File: config.mk
export PLATFORM = sky130hd
export DESIGN_NAME = uart_rx_fifo_flat
export DESIGN_NICKNAME = d
export VERILOG_FILES = /design/src/rtl/uart_rx_fifo_if.sv /design/src/rtl/uart_rx_fifo.sv /design/src/flat_wrapper.sv
export SDC_FILE = /design/constraint.sdc
export NUM_CORES = 1
export LEC_CHECK = 0
export CELL_PAD_IN_SITES_DETAIL_PLACEMENT = 1
export CELL_PAD_IN_SITES_GLOBAL_PLACEMENT = 2
export CORE_UTILIZATION = 40
export DETAILED_ROUTE_END_ITERATION = 10
export PLACE_DENSITY = 0.75
export SLEW_MARGIN = 40
export SYNTH_ARGS = -nofsm -noshare
export SYNTH_HDL_FRONTEND = slang
export SYNTH_SLANG_ARGS = --single-unit
File: constraint.sdc
create_clock -name clk -period 3.1 [get_ports clk]
set_input_delay 0.31 -clock clk [delete_from_list [all_inputs] [get_ports clk]]
set_output_delay 0.31 -clock clk [all_outputs]
set_load 0.01 [all_outputs]
File: src/rtl/uart_rx_fifo_if.sv
// uart_rx_fifo_if: serial input and FIFO read-side bus of uart_rx_fifo
//   rx        serial line into the receiver (idle high)
//   rd_en     pop request from the consumer
//   rd_data   FIFO head byte (first-word-fall-through)
//   empty/full/count  FIFO occupancy
//   frame_err/overrun one-clk error pulses
interface uart_rx_fifo_if #(
    parameter int FIFO_DEPTH = 4
);
    logic                          rx;
    logic                          rd_en;
    logic [7:0]                    rd_data;
    logic                          empty;
    logic                          full;
    logic [$clog2(FIFO_DEPTH):0]   count;
    logic                          frame_err;
    logic                          overrun;
    modport master (output rx, rd_en, input rd_data, empty, full, count, frame_err, overrun);
    modport slave  (input rx, rd_en, output rd_data, empty, full, count, frame_err, overrun);
endinterface

File: src/rtl/uart_rx_fifo.sv
// uart_rx_fifo: oversampling 8N1 UART receiver feeding a first-word-fall-through FIFO
//   clk  system clock, rst  synchronous active-high reset
//   bus  uart_rx_fifo_if.slave: rx in, rd_en in, rd_data/empty/full/count/frame_err/overrun out
module uart_rx_fifo #(
    parameter int CLK_FREQ   = 100_000_000,
    parameter int BAUD       = 9600,
    parameter int OVERSAMPLE = 16,
    parameter int FIFO_DEPTH = 4
) (
    input  logic               clk,
    input  logic               rst,
    uart_rx_fifo_if.slave      bus
);
    localparam int DIV = CLK_FREQ / (BAUD * OVERSAMPLE);
    localparam int DW  = $clog2(DIV + 1);
    localparam int TW  = $clog2(OVERSAMPLE);
    localparam int AW  = $clog2(FIFO_DEPTH);
    localparam int CW  = AW + 1;
    typedef enum logic [2:0] {IDLE, START, DATA, STOP, BREAK} state_t;
    state_t          state_q, state_d;
    logic            s1_q, rxs_q, prev_q;
    logic [DW-1:0]   div_q, div_d;
    logic [TW-1:0]   tck_q, tck_d;
    logic [2:0]      bit_q, bit_d;
    logic [1:0]      smp_q, smp_d;
    logic [7:0]      sh_q, sh_d;
    logic            push, fe_d, fe_q, ov_q;
    logic            tick, decide, last, maj, wr, pop, full;
    logic [7:0]      mem_q [FIFO_DEPTH];
    logic [AW-1:0]   wp_q, rp_q;
    logic [CW-1:0]   cnt_q;
    assign tick   = state_q != IDLE && div_q == DW'(DIV - 1);
    assign decide = tick && tck_q == TW'(OVERSAMPLE / 2 + 1);
    assign last   = tick && tck_q == TW'(OVERSAMPLE - 1);
    // two earlier samples plus the live one at the decision tick
    assign maj    = (smp_q[0] & smp_q[1]) | (rxs_q & (smp_q[0] | smp_q[1]));
    always_comb begin
        state_d = state_q;
        div_d   = (state_q == IDLE || tick) ? '0 : div_q + DW'(1);
        tck_d   = (state_q == IDLE || last) ? '0 : tck_q + TW'(tick);
        bit_d   = state_q == IDLE ? '0 : bit_q;
        smp_d   = (tick && (tck_q == TW'(OVERSAMPLE / 2 - 1) || tck_q == TW'(OVERSAMPLE / 2))) ? {smp_q[0], rxs_q} : smp_q;
        sh_d    = sh_q;
        push    = 1'b0;
        fe_d    = 1'b0;
        case (state_q)
            IDLE:  state_d = (prev_q && !rxs_q) ? START : IDLE;
            START: state_d = (decide && maj) ? IDLE : last ? DATA : START;
            DATA: begin
                sh_d = decide ? {maj, sh_q[7:1]} : sh_q;
                bit_d = last ? bit_q + 3'd1 : bit_q;
                state_d = (last && bit_q == 3'd7) ? STOP : DATA;
            end
            STOP: begin
                push = decide && maj;
                fe_d = decide && !maj;
                state_d = !decide ? STOP : maj ? IDLE : BREAK;
            end
            BREAK: state_d = rxs_q ? IDLE : BREAK;
            default: state_d = IDLE;
        endcase
    end
    assign full = cnt_q == CW'(FIFO_DEPTH);
    assign pop  = bus.rd_en && cnt_q != '0;
    // a full FIFO still accepts the byte when the head is popped on the same clk
    assign wr   = push && (!full || bus.rd_en);
    always_ff @(posedge clk) begin
        if (rst) begin
            state_q <= IDLE;
            s1_q    <= 1'b1;
            rxs_q   <= 1'b1;
            prev_q  <= 1'b1;
            div_q   <= '0;
            tck_q   <= '0;
            bit_q   <= '0;
            smp_q   <= '0;
            sh_q    <= '0;
            wp_q    <= '0;
            rp_q    <= '0;
            cnt_q   <= '0;
            fe_q    <= 1'b0;
            ov_q    <= 1'b0;
        end else begin
            state_q <= state_d;
            s1_q    <= bus.rx;
            rxs_q   <= s1_q;
            prev_q  <= rxs_q;
            div_q   <= div_d;
            tck_q   <= tck_d;
            bit_q   <= bit_d;
            smp_q   <= smp_d;
            sh_q    <= sh_d;
            wp_q    <= wp_q + AW'(wr);
            rp_q    <= rp_q + AW'(pop);
            cnt_q   <= cnt_q + CW'(wr) - CW'(pop);
            fe_q    <= fe_d;
            ov_q    <= push && full && !bus.rd_en;
        end
    end
    always_ff @(posedge clk) begin
        if (wr)
            mem_q[wp_q] <= sh_q;
    end
    assign bus.rd_data   = cnt_q == '0 ? 8'h00 : mem_q[rp_q];
    assign bus.empty     = cnt_q == '0;
    assign bus.full      = full;
    assign bus.count     = cnt_q;
    assign bus.frame_err = fe_q;
    assign bus.overrun   = ov_q;
endmodule

File: src/flat_wrapper.sv
// flat-port wrapper written by rule: the top's interface ports become plain ports
module uart_rx_fifo_flat 
#(
    parameter int CLK_FREQ   = 100_000_000,
    parameter int BAUD       = 9600,
    parameter int OVERSAMPLE = 16,
    parameter int FIFO_DEPTH = 4
)
  (clk, rst, bus_rx, bus_rd_en, bus_rd_data, bus_empty, bus_full, bus_count, bus_frame_err, bus_overrun);
  uart_rx_fifo_if #(.FIFO_DEPTH(FIFO_DEPTH)) bus_i ();
  input  logic clk;
  input  logic rst;
  input wire logic [$bits(bus_i.rx)-1:0] bus_rx;
  input wire logic [$bits(bus_i.rd_en)-1:0] bus_rd_en;
  output wire logic [$bits(bus_i.rd_data)-1:0] bus_rd_data;
  output wire logic [$bits(bus_i.empty)-1:0] bus_empty;
  output wire logic [$bits(bus_i.full)-1:0] bus_full;
  output wire logic [$bits(bus_i.count)-1:0] bus_count;
  output wire logic [$bits(bus_i.frame_err)-1:0] bus_frame_err;
  output wire logic [$bits(bus_i.overrun)-1:0] bus_overrun;
  assign bus_i.rx = bus_rx;
  assign bus_i.rd_en = bus_rd_en;
  assign bus_rd_data = bus_i.rd_data;
  assign bus_empty = bus_i.empty;
  assign bus_full = bus_i.full;
  assign bus_count = bus_i.count;
  assign bus_frame_err = bus_i.frame_err;
  assign bus_overrun = bus_i.overrun;
  uart_rx_fifo #(.CLK_FREQ(CLK_FREQ), .BAUD(BAUD), .OVERSAMPLE(OVERSAMPLE), .FIFO_DEPTH(FIFO_DEPTH)) u_core (.clk(clk), .rst(rst), .bus(bus_i));
endmodule
**Word-level counts from Yosys, hierarchy flattened**

Memories as Yosys holds them, arrays and structs flattened. A register that Yosys moved wholly into a read port is not among the register bits.
Index checks and enable logic that the tools add are counted.

- Input bits: 4
- Word-level logic and storage cells: 85
- Bits in writable memories: 32
- Memories kept: 1
- Bits in registers: 42

Memories:

| name | words | width | read ports | clocked after memory_dff | write ports | RTL line | source |
|---|---|---|---|---|---|---|---|
| u_core.mem_q | 4 | 8 | 1 | 1 | 1 | uart_rx_fifo.sv:29 | `logic [7:0] mem_q [FIFO_DEPTH];` |

- Bitwise gates (word level): 5
- Reductions and logical operators: 30
- Add/subtract/negate cells: 7
- Equality and inequality tests: 12
- Mux-type cells: 16

Operators with widths:

| operator | number |
|---|---|
| $mux W3 | 7 |
| $pmux W3 S5 | 1 |
| $eq A4 B4 Y1 const B | 3 |
| $logic_and A1 B1 Y1 | 12 |
| $add A10 B1 Y10 const B | 1 |
| $eq A10 B10 Y1 const B | 1 |
| $eq A3 B3 Y1 const B | 3 |
| $mux W8 | 1 |
| $eq A3 B2 Y1 const B | 2 |
| $logic_not A3 Y1 | 2 |
| $reduce_bool A3 Y1 | 2 |
| $reduce_or A2 Y1 | 3 |
| $mux W1 | 5 |
| $add A2 B1 Y2 | 2 |
| $add A4 B1 Y4 | 1 |
| $eq A4 B3 Y1 const B | 1 |
| $logic_not A1 Y1 | 4 |
| $logic_or A1 B1 Y1 | 4 |
| $mux W2 | 2 |
| $reduce_and A2 Y1 | 2 |
| $add A3 B1 Y3 | 1 |
| $add A3 B1 Y3 const B | 1 |
| $eq A3 B1 Y1 const B | 1 |
| $sub A3 B1 Y3 | 1 |
| 5 further kinds | 7 |

**Longest topological paths before layout**

Gate-level depths: netlist of run 1.

- Depth after elaboration: 8
- Depth in mapped cells: 11

**Least setup slack after synthesis of run 1**

OpenSTA, ideal clock, no wires.

- Kind: reg-to-reg
- Start: reg u_core.cnt_q[1] (netlist: u_core.bus.count[1])
- End: reg u_core.cnt_q[2] (netlist: u_core.bus.count[2])
- Stages on the path, launching flop included: 10
- Slack: 477 ps
- Required time: 2972 ps
- Arrival: 2495 ps
- Clock period less this slack: 2623 ps
- Library setup time: 128 ps
- Cell sequence: dfxtp_1 > nor3_1 > nor2b_1 > ha_1 > inv_1 > ha_1 > fa_1 > xnor2_1 > xnor2_1 > nor2_1

- Word-level cells in the longest chain between the ends: 6

RTL lines:

| item | RTL line | source |
|---|---|---|
| from (decl) | uart_rx_fifo.sv:31 | `logic [CW-1:0] cnt_q;` |
| from (signal assigned) | uart_rx_fifo.sv:95 | `cnt_q <= cnt_q + CW'(wr) - CW'(pop);` |
| $eq A3 B3 Y1 | uart_rx_fifo.sv:63 | `assign full = cnt_q == CW'(FIFO_DEPTH);` |
| $logic_not A1 Y1 | uart_rx_fifo.sv:66 | `assign wr = push && (!full \|\| bus.rd_en);` |
| $logic_or A1 B1 Y1 | uart_rx_fifo.sv:66 |  |
| $logic_and A1 B1 Y1 | uart_rx_fifo.sv:66 |  |
| $add A3 B1 Y3 | uart_rx_fifo.sv:95 |  |
| $sub A3 B1 Y3 (*) | uart_rx_fifo.sv:95 |  |

Every way passes the cells marked *; elsewhere a longest branch is shown, timed or not.
A chain may end at the register's enable or synchronous reset.

==> results_tabular.tex, run 1 <==
\begin{tabular}{lr}
\hline
Metric & Value \\
\hline
\multicolumn{2}{l}{\textbf{Floorplanning}} \\
\quad I/O pin total & 19 \\
\quad Chip Height & 90.6 um \\
\quad Area of the placeable core & between 0.007 and 0.008 mm\^{}2 \\
\quad Horizontal die dimension & $\sim$90 um \\
\quad Row cnt & 31 \\
\quad Die Footprint & between 0.008 and 0.009 mm\^{}2 \\
\quad Initial standard-cell utilization of the core & a little over two fifths \\
\multicolumn{2}{l}{\textbf{Pwr}} \\
\quad P\_int & between 1.5 and 2 mW \\
\quad Net Sw Frac & about a quarter \\
\quad Leakage Power & 1.23 nW \\
\quad Areal power density over the cells & 664 mW/mm\^{}2 \\
\quad Peak VDD IR & 258 uV \\
\quad Clk pwr share & between 30\% and 40\% \\
\quad Sequential fraction of design power & 44.6\% \\
\quad Gate power share & between 20\% and 30\% \\
\quad Switch Pwr & 0.642 mW \\
\multicolumn{2}{l}{\textbf{Critical path}} \\
\quad Critical Path Stages & 3 \\
\quad Reg2reg setup slack & 0.68 ns \\
\quad Worst Path Arrival & about 2.3 ns \\
\quad Combined buffer and inverter count along the critical path & 1 \\
\quad Worst-case reg-to-reg path depth & 12 \\
\quad Largest fanout of any net on the critical path & 9 \\
\quad CP endpoint kind & primary output \\
\quad Startpoint-to-endpoint class of the critical path & flop to primary output \\
\quad Largest incremental delay on the critical path & 0.69 ns \\
\quad Kind of start point of the critical path & flop \\
\quad Data required time of the critical path & about 2.8 ns \\
\quad Slowest library cell on the worst path & sky130\_fd\_sc\_hd\_\_dfxtp\_1 \\
\quad Startpoint of the worst register-to-register path & u\_core.div\_q[0]\$\_SDFF\_PP0\_ \\
\quad RR Endpoint & u\_core.bus.count[2]\$\_SDFF\_PP0\_ \\
\quad Start point of the critical path & u\_core.rp\_q[0]\$\_SDFF\_PP0\_ \\
\quad Top Family by Delay on Critical Path & flip-flops \\
\quad Critical Path Sink & bus\_rd\_data[6] \\
\quad Cell-by-cell trace of the critical path & mux4\_2, nor2b\_1, clkdlybuf4s50\_1 \\
\multicolumn{2}{l}{\textbf{CTS}} \\
\quad Total of hold buffers inserted after clock tree synthesis & 0 \\
\quad Number of levels in the clock H-tree & 3 \\
\quad Clock root buffer & sky130\_fd\_sc\_hd\_\_clkbuf\_8 \\
\quad Insertion delay to the later sink of the worst-skew pair & around 0.34 ns \\
\quad Number of buffers on the longest clock path & 2 \\
\quad Count of cells resized by post-cts repair & 0 \\
\quad Total clock sinks & between 70 and 80 \\
\quad Number of clock buffers inserted by TritonCTS & 9 \\
\quad Setup fix buffers added after clock tree synthesis & 0 \\
\quad CTS tree & done \\
\quad Register clock-pin slew on the reported worst setup and hold paths & 0.08 ns \\
\multicolumn{2}{l}{\textbf{Timing}} \\
\quad Worst slack on hold paths & between 0.4 and 0.5 ns \\
\quad Setup TNS after final layout & 0 ns \\
\quad Total count of max-transition violations in the final report & 0 \\
\quad Peak Freq & approximately 390 MHz \\
\quad Final setup vio count & 0 \\
\quad RSZ-0062 raised after global routing & no \\
\quad Share of the clock period used by the worst path & between 80\% and 90\% \\
\quad Max-Slew Margin vs Limit & between 50\% and 60\% \\
\quad Clock tree skew after final layout & 0.00839 ns \\
\quad Least-Margin Pin Slew & $\sim$0.62 ns \\
\quad Time the worst path needs with I/O delays and setup & between 2 and 3 ns \\
\quad Count of endpoints failing hold in the final timing report & 0 \\
\multicolumn{2}{l}{\textbf{Logic synthesis}} \\
\quad Mapped Avg Cell Area & between 10 and 15 um\^{}2 \\
\quad EDFF count, synth & 32 \\
\quad Library cells used by synthesis & 45 \\
\quad Synth Flop Type & sky130\_fd\_sc\_hd\_\_dfxtp\_1 \\
\quad Post-Synthesis Cell Area & 0.00314 mm\^{}2 \\
\quad Yosys warning count & 0 \\
\quad Register area share after synthesis & a little under three fifths \\
\quad Post-Syn Instances & 268 \\
\quad Fraction of synthesis flops using an asynchronous set or reset pin & 0\% \\
\quad Flip-flop and latch count after synthesis & 74 \\
\quad Number of nets in the synthesized netlist & between 200 and 300 \\
\multicolumn{2}{l}{\textbf{Routing}} \\
\quad Remaining DRCs & 0 \\
\quad DRC marker count from the first detailed-route iteration & 55 \\
\quad Average wire per standard cell & approximately 15 um \\
\quad 1st-pass router iterations & 4 \\
\quad Post-DR vias/cell & 5.15 \\
\quad Total via count after detailed routing & 2053 \\
\quad Drt total wl & just over 6000 um \\
\quad ANT nets after route & 0 \\
\multicolumn{2}{l}{\textbf{Global routing}} \\
\quad Number of global-route vias before repair & 2188 \\
\quad Largest net degree at the start of global routing & 18 \\
\quad Remaining global-route overflow & 0 \\
\quad Antenna violations before repair & 0 \\
\quad First-pass GRT wire length & 10600 um \\
\quad All-layer global routing usage & around 17\% \\
\multicolumn{2}{l}{\textbf{Cells and area}} \\
\quad Area delta synth->final & 17.9\% \\
\quad Multi-input gate area in the final layout & 0.00127 mm\^{}2 \\
\quad Antenna Cells & 0 \\
\quad Layout cells sized above 1 & 13.7\% \\
\quad Number of fill cells in the layout & 793 \\
\quad Area of all sequential standard cells & roughly 0.0018 mm\^{}2 \\
\quad Nets & between 300 and 400 \\
\quad Most common cell after layout, fill and taps aside & sky130\_fd\_sc\_hd\_\_dfxtp\_1 \\
\quad Commonest non-fill, non-tap cells in the layout & 42 x sky130\_fd\_sc\_hd\_\_dfxtp\_1, 32 x sky130\_fd\_sc\_hd\_\_edfxtp\_1, 21 x sky130\_fd\_sc\_hd\_\_nor2\_1, 18 x sky130\_fd\_sc\_hd\_\_clkdlybuf4s50\_1, 16 x sky130\_fd\_sc\_hd\_\_nand3\_1 \\
\multicolumn{2}{l}{\textbf{Placement}} \\
\quad Number of buffers inserted by port buffering & 18 \\
\quad Post-DP HPWL & 4360 um \\
\quad Weighted congestion reported at the end of routability-driven placement & between 0.6 and 0.7 \\
\multicolumn{2}{l}{\textbf{Hold path}} \\
\quad Worst Hold Class & flop to flop \\
\quad Number of cells on the worst hold path & 1 \\
\multicolumn{2}{l}{\textbf{Flow run}} \\
\quad Number of max-cap violations & 0 \\
\multicolumn{2}{l}{\textbf{Outcome}} \\
\quad Outcome & finished clean \\
\hline
\end{tabular}
power by group through the flow:
stage	clock network, mW	registers (mW)	logic, mW
after floorplan	0	1.09	0.314
after global placement	0	1.12	0.525
after detailed placement	0	1.12	0.538
after CTS	0.858	1.10	0.539
after global routing	0.901	1.11	0.572
final	0.835	1.10	0.526
worst reg2reg max path, stage by stage, from the launching register on:
cell	delay [ns]
sky130_fd_sc_hd__dfxtp_1	0.40
sky130_fd_sc_hd__inv_1	0.06
sky130_fd_sc_hd__ha_1	0.19
sky130_fd_sc_hd__nand2_1	0.17
sky130_fd_sc_hd__nor3_1	0.09
sky130_fd_sc_hd__buf_4	0.17
sky130_fd_sc_hd__nand4_1	0.16
sky130_fd_sc_hd__inv_1	0.09
sky130_fd_sc_hd__ha_1	0.22
sky130_fd_sc_hd__fa_1	0.38
sky130_fd_sc_hd__xnor2_1	0.18
sky130_fd_sc_hd__xnor2_1	0.14
sky130_fd_sc_hd__nor2_1	0.06
cell usage after synthesis (2+ instances only):
master                     count  share of area (%)
sky130_fd_sc_hd__a21oi_1      13                2.1
sky130_fd_sc_hd__and2_1        2               0.40
sky130_fd_sc_hd__clkbuf_1     10                1.2
sky130_fd_sc_hd__dfxtp_1      42                 27
sky130_fd_sc_hd__edfxtp_1     32                 31
sky130_fd_sc_hd__ha_1         10                4.0
sky130_fd_sc_hd__inv_1        10                1.2
sky130_fd_sc_hd__mux2i_1       2               0.64
sky130_fd_sc_hd__mux4_2        8                5.7
sky130_fd_sc_hd__nand2_1       9                1.1
sky130_fd_sc_hd__nand2b_1      7                1.4
sky130_fd_sc_hd__nand3_1      16                2.5
sky130_fd_sc_hd__nand4_1       3               0.60
sky130_fd_sc_hd__nor2_1       21                2.5
sky130_fd_sc_hd__nor2b_1      13                2.6
sky130_fd_sc_hd__nor3_1       11                1.8
sky130_fd_sc_hd__nor3b_1       2               0.48
sky130_fd_sc_hd__nor4_1        3               0.60
sky130_fd_sc_hd__o211ai_1      2               0.48
sky130_fd_sc_hd__o21a_1        2               0.48
sky130_fd_sc_hd__o21ai_0      10                1.6
sky130_fd_sc_hd__or2_2         3               0.60
sky130_fd_sc_hd__or3_1         3               0.60
sky130_fd_sc_hd__xnor2_1      11                3.1
sky130_fd_sc_hd__xor2_1        3               0.84
sequential cells by signal, summed over array words and instances, names as in the netlist, 2 cells and up:
signal and count:
u_core.mem_q 32, u_core.div_q 10, u_core.sh_q 8, u_core.tck_q 4
u_core.bit_q 3, u_core.bus.count 3, u_core.state_q 3, u_core.rp_q 2
u_core.smp_q 2, u_core.wp_q 2
cell type report:
class	instances	area share [%]
clock buffers	9	3.34
repair buffers	27	6.69
clock inverters	7	2.70
flip-flops and latches	74	48.6
multi-input cells	173	34.3
inverters	10	1.01
well taps	99	3.34
worst min-delay path by stage:
| stage | slack [ns] | to | startpoint |
|---|---|---|---|
| after floorplan | 0.39 | u_core.rxs_q$_SDFF_PP1_ | u_core.s1_q$_SDFF_PP1_ |
| after global placement | 0.39 | u_core.rxs_q$_SDFF_PP1_ | u_core.s1_q$_SDFF_PP1_ |
| after detailed placement | 0.40 | u_core.rxs_q$_SDFF_PP1_ | u_core.s1_q$_SDFF_PP1_ |
| after CTS | 0.42 | u_core.rxs_q$_SDFF_PP1_ | u_core.s1_q$_SDFF_PP1_ |
| after global routing | 0.43 | u_core.rxs_q$_SDFF_PP1_ | u_core.s1_q$_SDFF_PP1_ |
| final | 0.41 | u_core.rxs_q$_SDFF_PP1_ | u_core.s1_q$_SDFF_PP1_ |
metrics by stage:
step	utilization [%]	instance area [um^2]	setup WS, ns	total power, mW	std cells
after floorplan	-	3140	0.477	1.40	268
after global placement	46.9	3470	0.789	1.65	383
after detailed placement	47.0	3480	0.659	1.66	383
after CTS	50.0	3700	0.467	2.50	399
after global routing	50.0	3700	0.390	2.58	399
final	50.0	3700	0.541	2.46	399
metal layers:
layer  share of wire, %  GRT usage, %
met2                 49          28.5
met4                1.8          6.45
met5                  0             0
met1                 47          19.9
met3                2.9          4.29
cell families after synthesis:
kind of cell    count (synthesis)  synth area share [%]
simple gates                  104                  18.7
fa+ha+maj                      12                  4.94
mux                            10                  6.37
compound gates                 33                  6.17
xor+xnor                       14                  3.90
flops                          74                  57.3
buf+inv                        21                  2.55
(Power assumes the default switching activity.)
==> run 2: changes to the inputs <==
==> constraint.sdc (replaced) <==
create_clock -name clk -period 2.6 [get_ports clk]
set_input_delay 0.26 -clock clk [delete_from_list [all_inputs] [get_ports clk]]
set_output_delay 0.26 -clock clk [all_outputs]
set_load 0.01 [all_outputs]
==> run 2 against run 1 <==
Net effect:
- worst hold slack better by 0.0074 ns
- clock skew about the same
- combinational power up 26%
- global-route usage down 0.34 points
- via count up 1.2%
- sequential power up 16%
- die area unchanged
- total power up 17%
- critical path depth up 1
- design area about the same
==> results_tabular.tex, run 2 (synthesis gave the netlist of run 1 again) <==
\begin{tabular}{lr}
\hline
Metric & Value \\
\hline
\multicolumn{2}{l}{\textbf{Pwr}} \\
\quad Overall Power & 2.87 mW \\
\quad Areal power density over the cells & between 700 and 800 mW/mm\^{}2 \\
\quad Clk pwr share & around a third \\
\quad Leakage Power & between 1 and 1.5 nW \\
\quad P\_int & roughly 2.1 mW \\
\quad Peak VDD IR & around 260 uV \\
\quad Sequential fraction of design power & between 40\% and 50\% \\
\quad Switch Pwr & between 0.7 and 0.8 mW \\
\quad Net Sw Frac & 27.2\% \\
\quad Gate power share & 23.2\% \\
\multicolumn{2}{l}{\textbf{Cells and area}} \\
\quad Most common cell after layout, fill and taps aside & sky130\_fd\_sc\_hd\_\_dfxtp\_1 \\
\quad Number of fill cells in the layout & approximately 800 \\
\quad Area delta synth->final & 18.0\% \\
\quad Antenna Cells & 0 \\
\quad Commonest non-fill, non-tap cells in the layout & 42 x sky130\_fd\_sc\_hd\_\_dfxtp\_1, 32 x sky130\_fd\_sc\_hd\_\_edfxtp\_1, 21 x sky130\_fd\_sc\_hd\_\_nor2\_1, 18 x sky130\_fd\_sc\_hd\_\_clkdlybuf4s50\_1, 16 x sky130\_fd\_sc\_hd\_\_nand3\_1 \\
\quad Nets & roughly 310 \\
\quad Max reg flops & 32 \\
\quad Multi-input gate area in the final layout & 0.00126 mm\^{}2 \\
\quad Layout cells sized above 1 & 14.9\% \\
\quad Registers with the highest flip-flop counts & u\_core.mem\_q x32, u\_core.div\_q x10, u\_core.sh\_q x8 \\
\quad Biggest register & u\_core.mem\_q \\
\quad Cell area after layout & approximately 0.0037 mm\^{}2 \\
\quad Utilization after layout & approximately half \\
\quad Area of all sequential standard cells & around 0.0018 mm\^{}2 \\
\multicolumn{2}{l}{\textbf{Critical path}} \\
\quad Reg2reg setup slack & 0.32 ns \\
\quad Cell-by-cell trace of the critical path & buf\_4, mux4\_2, nor2b\_1, clkdlybuf4s50\_1 \\
\quad Worst Path Arrival & just over 2 ns \\
\quad CP endpoint kind & primary output \\
\quad Largest fanout of any net on the critical path & 8 \\
\quad Largest incremental delay on the critical path & 0.52 ns \\
\quad Worst-case reg-to-reg path depth & 12 \\
\quad Startpoint of the worst register-to-register path & u\_core.div\_q[0]\$\_SDFF\_PP0\_ \\
\quad Startpoint-to-endpoint class of the critical path & flop to primary output \\
\quad Kind of start point of the critical path & flop \\
\quad Slowest library cell on the worst path & sky130\_fd\_sc\_hd\_\_mux4\_2 \\
\quad RR Endpoint & u\_core.bus.count[2]\$\_SDFF\_PP0\_ \\
\quad Data required time of the critical path & between 2 and 2.5 ns \\
\multicolumn{2}{l}{\textbf{Placement}} \\
\quad Post-DP HPWL & between 4000 and 5000 um \\
\quad Weighted congestion reported at the end of routability-driven placement & between 0.7 and 0.8 \\
\quad Worst setup slack after placement & roughly 0.3 ns \\
\quad Area after DPL & around 0.0035 mm\^{}2 \\
\quad Number of buffers inserted by port buffering & 18 \\
\multicolumn{2}{l}{\textbf{Timing}} \\
\quad Least-Margin Pin Slew & 0.529 ns \\
\quad Final setup vio count & 0 \\
\quad RSZ-0062 raised after global routing & no \\
\quad Clock tree skew after final layout & between 0.008 and 0.009 ns \\
\quad Time the worst path needs with I/O delays and setup & 2.29 ns \\
\quad Peak Freq & 436 MHz \\
\quad Max-Slew Margin vs Limit & around 65\% \\
\quad Count of endpoints failing hold in the final timing report & 0 \\
\quad Crit path setup slack, layout & just over 0.3 ns \\
\quad Setup TNS after final layout & 0 ns \\
\quad Share of the clock period used by the worst path & about nine tenths \\
\quad Total count of max-transition violations in the final report & 0 \\
\multicolumn{2}{l}{\textbf{Routing}} \\
\quad Total via count after detailed routing & 2078 \\
\quad ANT nets after route & 0 \\
\quad Drt total wl & between 6000 and 7000 um \\
\quad 1st-pass router iterations & 4 \\
\quad Average wire per standard cell & between 10 and 15 um \\
\quad DRC marker count from the first detailed-route iteration & slightly below 70 \\
\quad Post-DR vias/cell & between 5 and 6 \\
\quad Remaining DRCs & 0 \\
\multicolumn{2}{l}{\textbf{Floorplanning}} \\
\quad Initial standard-cell utilization of the core & 42.4\% \\
\quad Horizontal die dimension & 90.6 um \\
\quad Chip Height & 90.6 um \\
\quad Row cnt & 31 \\
\quad I/O pin total & 19 \\
\quad Area of the placeable core & approximately 0.0074 mm\^{}2 \\
\quad Die Footprint & roughly 0.008 mm\^{}2 \\
\multicolumn{2}{l}{\textbf{Global routing}} \\
\quad All-layer global routing usage & between 10\% and 20\% \\
\quad First-pass GRT wire length & just over 10000 um \\
\quad Antenna violations before repair & 0 \\
\quad Number of global-route vias before repair & roughly 2100 \\
\quad Remaining global-route overflow & 0 \\
\quad Largest net degree at the start of global routing & 18 \\
\multicolumn{2}{l}{\textbf{Hold path}} \\
\quad Hold path startpoint & u\_core.s1\_q\$\_SDFF\_PP1\_ \\
\quad Worst Hold Class & flop to flop \\
\quad Endpoint, Worst Hold & u\_core.rxs\_q\$\_SDFF\_PP1\_ \\
\quad Number of cells on the worst hold path & 1 \\
\multicolumn{2}{l}{\textbf{CTS}} \\
\quad CTS tree & done \\
\quad Register clock-pin slew on the reported worst setup and hold paths & 0.08 ns \\
\quad Total clock sinks & 74 \\
\quad Total of hold buffers inserted after clock tree synthesis & 0 \\
\quad Count of cells resized by post-cts repair & 0 \\
\quad Number of levels in the clock H-tree & 3 \\
\quad Insertion delay to the later sink of the worst-skew pair & 0.35 ns \\
\quad Number of clock buffers inserted by TritonCTS & 9 \\
\quad Clock root buffer & sky130\_fd\_sc\_hd\_\_clkbuf\_8 \\
\quad Setup fix buffers added after clock tree synthesis & 0 \\
\quad Number of buffers on the longest clock path & 2 \\
\multicolumn{2}{l}{\textbf{Outcome}} \\
\quad Outcome & finished clean \\
\multicolumn{2}{l}{\textbf{Flow run}} \\
\quad Number of max-cap violations & 0 \\
\hline
\end{tabular}
run 2: cell types whose count changed in the layout (fill, tap and decap cells not counted), sizes merged:
| cell | previous run | this run |
|---|---|---|
| clkinv | 3 | 2 |
| inv | 12 | 13 |
| clkinvlp | 0 | 1 |
| bufinv | 2 | 1 |
| buf | 9 | 12 |
run 2: power groups by stage:
stage          clock (mW)  sequential, mW  combinational [mW]
6_report            0.927            1.28               0.664
5_1_grt              1.01            1.28               0.733
4_1_cts             0.959            1.28               0.687
3_5_place_dp            0            1.31               0.684
3_3_place_gp            0            1.31               0.671
2_1_floorplan           0            1.30               0.377
run 2: per-layer routing:
layer	GRT usage, %	share of wire (%)	vias to the layer above
met5	0	0	-
met4	7.39	2.0	0
met3	4.63	2.4	11
met2	26.1	47	23
met1	20.3	49	1017
li1	-	-	1027
run 2: worst max path at each step:
stage	start	endpoint	slack (ns)
CTS	u_core.rp_q[0]$_SDFF_PP0_	bus_rd_data[5]	0.26
global route	u_core.div_q[0]$_SDFF_PP0_	u_core.bus.count[2]$_SDFF_PP0_	0.16
detailed placement	u_core.div_q[0]$_SDFF_PP0_	u_core.bus.count[2]$_SDFF_PP0_	0.30
floorplan	u_core.div_q[4]$_SDFF_PP0_	u_core.mem_q[0][0]$_DFFE_PP_	0.15
global placement	u_core.div_q[0]$_SDFF_PP0_	u_core.bus.count[2]$_SDFF_PP0_	0.39
finish	u_core.rp_q[0]$_SDFF_PP0_	bus_rd_data[5]	0.31
run 2: cell type report:
class / instances / area share [%]
well taps: 99 / 3.34
flip-flops and latches: 74 / 48.6
clock inverters: 7 / 2.26
inverters: 10 / 1.01
clock buffers: 9 / 3.34
repair buffers: 30 / 7.29
multi-input cells: 173 / 34.1
run 2: critical path: cells and delay by family (launching register included):
family | cells | cell delay, ns
DFF | 1 | 0.34
muxes | 1 | 0.52
and+or+nand+nor | 1 | 0.14
buffers and inverters | 2 | 0.68
run 2: stage by stage:
step                hold slack, ns  std cells
global route                 0.436        402
detailed placement           0.401        386
finish                       0.419        402
global placement             0.394        386
CTS                          0.424        402
floorplan                    0.364        268
